## config.mk

```make
export PLATFORM = sky130hd
export DESIGN_NAME = uart_multi_word_detector
export DESIGN_NICKNAME = d
export VERILOG_FILES = /design/src/rtl/uart_word_pkg.sv /design/src/rtl/uart_multi_word_detector_hold_timer.sv /design/src/rtl/uart_multi_word_detector.sv
export SDC_FILE = /design/constraint.sdc
export NUM_CORES = 1
export LEC_CHECK = 0
export CORE_ASPECT_RATIO = 0.5
export CORE_UTILIZATION = 67
export DETAILED_ROUTE_END_ITERATION = 10
export PLACE_DENSITY = 0.87
export SYNTH_ARGS = -nofsm -noshare
export SYNTH_HDL_FRONTEND = slang
export SYNTH_SLANG_ARGS = --single-unit
```

## constraint.sdc

```tcl
create_clock -name clk -period 21.3 [get_ports clk]
set_input_delay 2.13 -clock clk [delete_from_list [all_inputs] [get_ports clk]]
set_output_delay 2.13 -clock clk [all_outputs]
set_load 0.05 [all_outputs]
```

## src/rtl/uart_word_pkg.sv

```systemverilog
// Shared types and helpers for the UART multi-word detector.
// Provides the FSM state encoding, ASCII upper-case folding and width helpers.
package uart_word_pkg;

  typedef enum logic {
    ST_IDLE = 1'b0,
    ST_HOLD = 1'b1
  } state_e;

  // 3 s at 50 MHz.
  localparam int unsigned HOLD_CYCLES_3S = 150_000_000;

  function automatic logic [7:0] fold_upper(input logic [7:0] c);
    if (c >= 8'h61 && c <= 8'h7a) begin
      return c - 8'h20;
    end
    return c;
  endfunction

  // $clog2 that never returns less than one bit.
  function automatic int unsigned width_min1(input int unsigned v);
    return (v < 2) ? 1 : $clog2(v);
  endfunction

endpackage

```

## src/rtl/uart_multi_word_detector_hold_timer.sv

```systemverilog
// Hold-window down-counter: loaded with HOLD_CYCLES on start.
// Ports: clk, rst (async high), start in; busy (count running), done (1-cycle expiry) out.
module hold_timer
  import uart_word_pkg::*;
#(
  parameter int unsigned HOLD_CYCLES = HOLD_CYCLES_3S
) (
  input  logic clk,
  input  logic rst,
  input  logic start,
  output logic busy,
  output logic done
);

  localparam int unsigned CW = width_min1(HOLD_CYCLES + 1);

  logic [CW-1:0] cnt_q, cnt_d;

  always_comb begin
    cnt_d = cnt_q;
    if (start) begin
      cnt_d = CW'(HOLD_CYCLES);
    end else if (cnt_q != '0) begin
      cnt_d = cnt_q - CW'(1);
    end
  end

  always_ff @(posedge clk or posedge rst) begin
    if (rst) begin
      cnt_q <= '0;
    end else begin
      cnt_q <= cnt_d;
    end
  end

  assign busy = (cnt_q != '0);
  // Count value 1 marks the last hold cycle.
  assign done = (cnt_q == CW'(1));

endmodule

```

## src/rtl/uart_multi_word_detector.sv

```systemverilog
// Streaming detector of up to N_WORDS programmable words on the UART rx byte path.
// Ports: rx_valid/rx_data bytes, cfg_* pattern/length writes, match_valid/match_id,
// hold_active window flag, cnt_sel/hit_count per-slot saturating hit counters.
module uart_multi_word_detector
  import uart_word_pkg::*;
#(
  parameter int          N_WORDS     = 4,
  parameter int          MAX_LEN     = 8,
  parameter int unsigned HOLD_CYCLES = HOLD_CYCLES_3S,
  parameter int          CASE_FOLD   = 1,
  parameter int          CNT_W       = 8,
  localparam int         LEN_W       = $clog2(MAX_LEN + 1),
  localparam int         IDX_W       = $clog2(MAX_LEN),
  localparam int         ID_W        = width_min1(N_WORDS)
) (
  input  logic             clk,
  input  logic             rst,
  input  logic             rx_valid,
  input  logic [7:0]       rx_data,
  input  logic             cfg_we,
  input  logic [ID_W-1:0]  cfg_slot,
  input  logic [IDX_W-1:0] cfg_idx,
  input  logic [7:0]       cfg_char,
  input  logic             cfg_len_we,
  input  logic [LEN_W-1:0] cfg_len,
  output logic             match_valid,
  output logic [ID_W-1:0]  match_id,
  output logic             hold_active,
  input  logic [ID_W-1:0]  cnt_sel,
  output logic [CNT_W-1:0] hit_count
);

  state_e state_q, state_d;

  logic [N_WORDS-1:0][MAX_LEN-1:0][7:0] word_q, word_d;
  logic [N_WORDS-1:0][LEN_W-1:0]        len_q, len_d;
  logic [N_WORDS-1:0][IDX_W-1:0]        prog_q, prog_d;
  logic [N_WORDS-1:0][CNT_W-1:0]        cnt_q, cnt_d;
  logic [N_WORDS-1:0]                   hit;

  logic             mv_q, mv_d;
  logic [ID_W-1:0]  id_q, id_d;
  logic [7:0]       rx_c, cfg_c;
  logic [LEN_W-1:0] len_clamped;
  logic             cfg_any, accept, slot_ok, idx_ok;
  logic             go_hold, tmr_busy, tmr_done;

  assign rx_c  = (CASE_FOLD != 0) ? fold_upper(rx_data) : rx_data;
  assign cfg_c = (CASE_FOLD != 0) ? fold_upper(cfg_char) : cfg_char;

  assign cfg_any = cfg_we | cfg_len_we;
  // A config write in the same cycle steals the byte.
  assign accept  = rx_valid && (state_q == ST_IDLE) && !cfg_any;
  assign slot_ok = (int'(cfg_slot) < N_WORDS);
  assign idx_ok  = (int'(cfg_idx) < MAX_LEN);
  assign len_clamped =
    (int'(cfg_len) > MAX_LEN) ? LEN_W'(MAX_LEN) : cfg_len;
  assign go_hold = (|hit) && (HOLD_CYCLES != 0);

  // Restart-on-mismatch: a miss only re-checks the first character.
  always_comb begin
    prog_d = prog_q;
    hit    = '0;
    if (accept) begin
      for (int s = 0; s < N_WORDS; s++) begin
        if (len_q[s] != '0) begin
          if (rx_c == word_q[s][prog_q[s]]) begin
            if (LEN_W'(prog_q[s]) + LEN_W'(1) == len_q[s]) begin
              hit[s] = 1'b1;
            end else begin
              prog_d[s] = prog_q[s] + IDX_W'(1);
            end
          end else if (rx_c == word_q[s][0]) begin
            prog_d[s] = IDX_W'(1);
          end else begin
            prog_d[s] = '0;
          end
        end
      end
    end
    if ((|hit) || (state_q == ST_HOLD)) begin
      prog_d = '0;
    end
    if (cfg_any && slot_ok) begin
      prog_d[cfg_slot] = '0;
    end
  end

  // Descending scan so the lowest hitting slot ends up in id_d.
  always_comb begin
    cnt_d = cnt_q;
    mv_d  = |hit;
    id_d  = id_q;
    for (int s = N_WORDS - 1; s >= 0; s--) begin
      if (hit[s]) begin
        id_d = ID_W'(s);
        if (cnt_q[s] != '1) begin
          cnt_d[s] = cnt_q[s] + CNT_W'(1);
        end
      end
    end
  end

  always_comb begin
    word_d = word_q;
    len_d  = len_q;
    if (cfg_we && slot_ok && idx_ok) begin
      word_d[cfg_slot][cfg_idx] = cfg_c;
    end
    if (cfg_len_we && slot_ok) begin
      len_d[cfg_slot] = len_clamped;
    end
  end

  always_ff @(posedge clk or posedge rst) begin
    if (rst) begin
      word_q <= '0;
      len_q  <= '0;
      prog_q <= '0;
      cnt_q  <= '0;
      mv_q   <= 1'b0;
      id_q   <= '0;
    end else begin
      word_q <= word_d;
      len_q  <= len_d;
      prog_q <= prog_d;
      cnt_q  <= cnt_d;
      mv_q   <= mv_d;
      id_q   <= id_d;
    end
  end

  always_ff @(posedge clk or posedge rst) begin
    if (rst) begin
      state_q <= ST_IDLE;
    end else begin
      state_q <= state_d;
    end
  end

  always_comb begin
    state_d = state_q;
    unique case (state_q)
      ST_IDLE: if (go_hold)  state_d = ST_HOLD;
      ST_HOLD: if (tmr_done) state_d = ST_IDLE;
      default: state_d = ST_IDLE;
    endcase
  end

  always_comb begin
    hold_active = (state_q == ST_HOLD) && tmr_busy;
  end

  hold_timer #(
    .HOLD_CYCLES(HOLD_CYCLES)
  ) u_timer (
    .clk  (clk),
    .rst  (rst),
    .start(go_hold),
    .busy (tmr_busy),
    .done (tmr_done)
  );

  assign match_valid = mv_q;
  assign match_id    = id_q;

  always_comb begin
    hit_count = '0;
    if (int'(cnt_sel) < N_WORDS) begin
      hit_count = cnt_q[cnt_sel];
    end
  end

endmodule

```

Yosys cells after proc, flatten, opt, wreduce, memory -nomap -nowiden

Cells that the tools add are included.

Memories: 0
Latch bits: 0
Memory bits (writable): 0
ROM bits: 0
Word-level logic and storage cells: 187
Register bits after elaboration: 348

$add $sub $neg: 15
Equality and inequality tests: 17
Multiply operators: 0
Bitwise gates (word level): 4
Muxes and demuxes: 68
Divide/modulo/power cells: 0
Magnitude comparators: 14
Shift-type cells: 0
Reductions and logical operators: 21

Operators by type and width:

| operator                | count |
|---|---|
| $bwmux W256             | 1 |
| $demux W64 S2           | 1 |
| $bmux W8 S3             | 4 |
| $mux W8                 | 10 |
| $eq A8 B8 Y1            | 8 |
| $mux W64                | 1 |
| $mux W28                | 2 |
| $mux W3                 | 13 |
| $mux W12                | 3 |
| $add A8 B1 Y8 const B   | 4 |
| $ne A8 B8 Y1 const B    | 4 |
| $eq A28 B1 Y1 const B   | 1 |
| $reduce_bool A28 Y1     | 1 |
| $sub A28 B1 Y28 const B | 1 |
| $demux W8 S3            | 1 |
| $lt A3 B4 Y1 const B    | 5 |
| $mux W1                 | 20 |
| $reduce_bool A4 Y1      | 5 |
| $add A3 B1 Y4 const B   | 4 |
| $bmux W8 S2             | 1 |
| $bwmux W16              | 1 |
| $eq A4 B4 Y1            | 4 |
| $ge A8 B7 Y1 const B    | 2 |
| $le A8 B7 Y1 const B    | 2 |
| other kinds (21)        | 40 |

Logic depth before layout (Yosys ltp)

Word-level depth: 13
Gate-level depth with buffers: 12
Depth with buffers taken out: 9

Cells and area by module

A second synthesis with hierarchy kept.

Cells, all modules: 1469
Area, all modules: 17693.2 um2

By module, submodules not included:

| module                   | area an instance (um2) | cells an instance | times used |
|---|---|---|---|
| uart_multi_word_detector | 16061.7                | 1300              | 1 |
| hold_timer               | 1631.6                 | 169               | 1 |

Worst setup path before layout

No wires, ideal clock.

Path type: input port to output port
Start: input cnt_sel[0]
End: output hit_count[0]
Setup slack: 15.896 ns
Data required time: 19.170 ns
Arrival time: 3.274 ns
Stages on the path: 2
Cells stage by stage: clkbuf_1 -> mux4_2

Word-level cells in the longest chain between the ends: 2

Ends and longest elaborated chain:

| element                       | line                            | text |
|---|---|---|
| start: declaration            | uart_multi_word_detector.sv:29  | `input logic [ID_W-1:0] cnt_sel,` |
| $bmux W8 S2                   | uart_multi_word_detector.sv:170 | `hit_count = cnt_q[cnt_sel];` |
| $mux W8 (implied by the code) | uart_multi_word_detector.sv:170 |  |
| end: declaration              | uart_multi_word_detector.sv:30  | `output logic [CNT_W-1:0] hit_count` |

Every way passes these cells. The select of a mux whose other input is x is not followed.

Worst setup path in the final report

Start: input cnt_sel[0]
End: output hit_count[1]

Same word-level chain as after synthesis.

==> flow_summary_export.csv <==
group,metric,value,unit
run_status,status,"completed",
sta,fin_skew,0.0231,ns
clock_network,cts_setup_buffers,0,
sta,tightest_slew,1.29,ns
sta,period_share,0.296,
clock_network,htree_levels,1,
setup_path,critical_path.max_fanout,8,
clock_network,insertion_delay,0.58,ns
layout,mostFrequentLayoutCell,"dfrtp_1",
yosys,post_synth_num_cell_types,65,
layout,drive_above_1_share,0.226,
yosys,ys_seq_area_frac,0.498,
yosys,syn_nets,1502,
power,pwr_density_cell,89.7,nW/um2
setup_path,arrival,4.18,ns
yosys,muxShareOfSynthArea,0.236,
yosys,netlist_area,17500,um2
sta,setup_viol,0,
drt,num_vias,12200,
sta,drv_slew,0,
setup_path,path_cells,"clkdlybuf4s50_1 -> mux4_2 -> clkdlybuf4s50_1",
global_routing,grt_overflow,0,
yosys,synth_edf_count,0,
yosys,synth_top_cell_by_area,"dfrtp_1",
yosys,synth_seq_cells,348,
layout,nNetsFinal,1510,
clock_network,root_buffer,"clkbuf_16",
floorplanning,core_area,25400,um2
setup_path,worst-endpoint-required,19.17,ns
yosys,yosys.area_share.simple,0.114,
global_routing,antenna_found_initial,1,
yosys,syn_area_per_cell,12.0,um2
yosys,synth_top_area_frac,0.498,
sta,relSlewSlack,0.139,
min_path,hold_class,"register to register",
floorplanning,rows,41,
flow_run,cap_violations,0,
floorplanning,num_io_pins,44,
layout,antenna_cells,0,
drt,ant_nets,0,
setup_path,path_class,"input port to primary output",
clock_network,numCtsBuffers,30,
clock_network,cts_tree,"built",
sta,fin_setup_tns,0,ns
sta,timing.fmax,0.158,GHz
sta,fin_crit,6.31,ns
yosys,synth-xor-area-share,0.0626,
clock_network,cts.sink_count,348,
layout,syn2layout_area_growth,10.1,%
yosys,synth_area_leaders,"dfrtp_1 (50%), mux2_2 (13%), mux4_2 (5.4%)",
min_path,min_from,"word_q[39]$_DFFE_PP0P_",
global_routing,grt_usage,0.331,
global_routing,grt_pass1_wl,68300,um
drt,drcViolationCount,0,
clock_network,postCtsHoldBufs,0,
power,p_switching,453,uW
drt,dr.first_iter.drc_count,1265,
setup_path,crit_start,"cnt_sel[0]",
drt,drt-vias-per-instance,6.67,
floorplanning,die_h,116,um
clock_network,cts_resized,0,
sta,hold_viol_final,0,
global_routing,grt_max_degree,142,
power,p_int,1.28,mW
setup_path,crit_path_end_kind,"primary output",
sta,rsz0062_at_grt,"false",
power,swShare,0.262,
yosys,synth_fa_ha_area_frac,0.00858,
floorplanning,initial_core_util,0.688,
setup_path,crit_path_max_incr_delay,0.77,ns
power,p_seq_frac,0.483,
setup_path,crit_slowest_cell,"clkdlybuf4s50_1",
power,pwr-share-comb,0.150,
yosys,ys.flop_type,"dfrtp_1",
place,gp_congestion,0.907,
drt,post_drt_wl_per_cell,23.4,um
yosys,synth_compound_area_frac,0.0560,
clock_network,clockBufferDepth,3,
sta,setup_slack,14.99,ns
floorplanning,die_w,231,um
global_routing,grt_pass1_vias,12500,
setup_path,cpMostUsedCell,"clkdlybuf4s50_1",
setup_path,reg2reg_from,"prog_q[3]$_DFF_PP0_",
place,post-place-ws,14.96,ns
drt,routed_wl,42900,um
yosys,synth_top_family_by_area,"multiplexers",
power,peakVddDrop,67.0,uV
yosys,synthArstFlopShare,1.00,
power,power_leakage,8.17,nW
clock_network,cts.clk_slew.worst_paths,0.07,ns
floorplanning,die_area,26800,um2
yosys,ys_warn_count,0,
place,io_buffers,43,
drt,first_pass_iters,6,
sta,timing.hold.ws,0.488,ns
layout,fillers,1545,
layout,mostFrequentLayoutCells,"dfrtp_1 (348), mux2_2 (206), nand2_1 (121)",
place,post-dp-hpwl,28200,um
power,power_frac_clock,0.367,
yosys,synthCells,1458,
setup_path,cp-start-kind,"input port",
==> sequential cells by signal (all words and copies together), names as in the netlist <==
register	cells
match_id	2
word_q	256
prog_q	12
state_q	1
len_q	16
match_valid	1
cnt_q	32
u_timer.cnt_q	28
==> metrics by stage <==
step	power [mW]	cells	util	instance area, um2
after global routing	1.79	1834	0.757	19300
after CTS	1.73	1833	0.757	19300
after floorplan	1.02	1458	-	17500
after detailed placement	1.10	1777	0.712	18100
after global placement	1.07	1777	0.712	18100
final	1.73	1834	0.757	19300
==> metal layers <==
layer / part of all wire / track usage / vias up / routed length (um)
met1: 0.41 / 0.442 / 6245 / 17400
met3: 0.088 / 0.0708 / 125 / 3790
met2: 0.48 / 0.557 / 609 / 20600
li1: - / - / 5243 / -
met5: 0.00047 / 0 / - / 20
met4: 0.025 / 0.0971 / 2 / 1080
==> cells by family after synthesis <==
group / count (synthesis)
compound gates: 159
xor+xnor: 125
simple gates: 386
mux: 326
fa+ha+maj: 12
buf+inv: 102
flops: 348
==> worst paths after layout <==
check                                                endpoint  slack (ns)  cells after the start
worst min-delay path                   word_q[39]$_DFFE_PP0P_        0.49                      2
worst max-delay path                             hit_count[1]       14.99                      3
worst min register to register         word_q[39]$_DFFE_PP0P_        0.49                      2
max in group asynchronous              word_q[44]$_DFFE_PP0P_       16.83                      4
worst max register to register            prog_q[2]$_DFF_PP0_       17.33                     10
min in group asynchronous       u_timer.cnt_q[17]$_DFFE_PP0P_        2.16                      2
==> synthesized netlist by cell type, types with 25 or more instances <==
library cell	instances
mux2i_1	73
xor2_1	52
nand2_1	121
a21oi_1	34
nand3_1	27
clkbuf_1	58
mux2_2	206
mux4_2	42
o21ai_0	64
dfrtp_1	348
nor2_1	75
xnor2_1	73
and3_1	25
==> worst max-delay path, delay by kind of cell <==
kind	cells	cell delay, ns
buffers and inverters	2	1.48
multiplexers	1	0.57
==> power groups by stage <==
stage	registers, mW	clock network, mW	logic (mW)
2_1_floorplan	0.822	0	0.199
3_3_place_gp	0.833	0	0.238
3_5_place_dp	0.843	0	0.253
4_1_cts	0.833	0.637	0.258
5_1_grt	0.846	0.666	0.282
6_report	0.836	0.634	0.259
==> layout make-up <==
type                       instances  area [um2]  share of cell area
clock inverter                    19         305              0.0158
tap                              344         430              0.0223
sequential                       348        8710               0.452
inverter                          18        75.1             0.00390
clock buffer                      37         838              0.0435
multi-input combinational       1008        8350               0.433
timing repair buffer              60         558              0.0290
No activity file was read; power rests on OpenSTA's default activity.
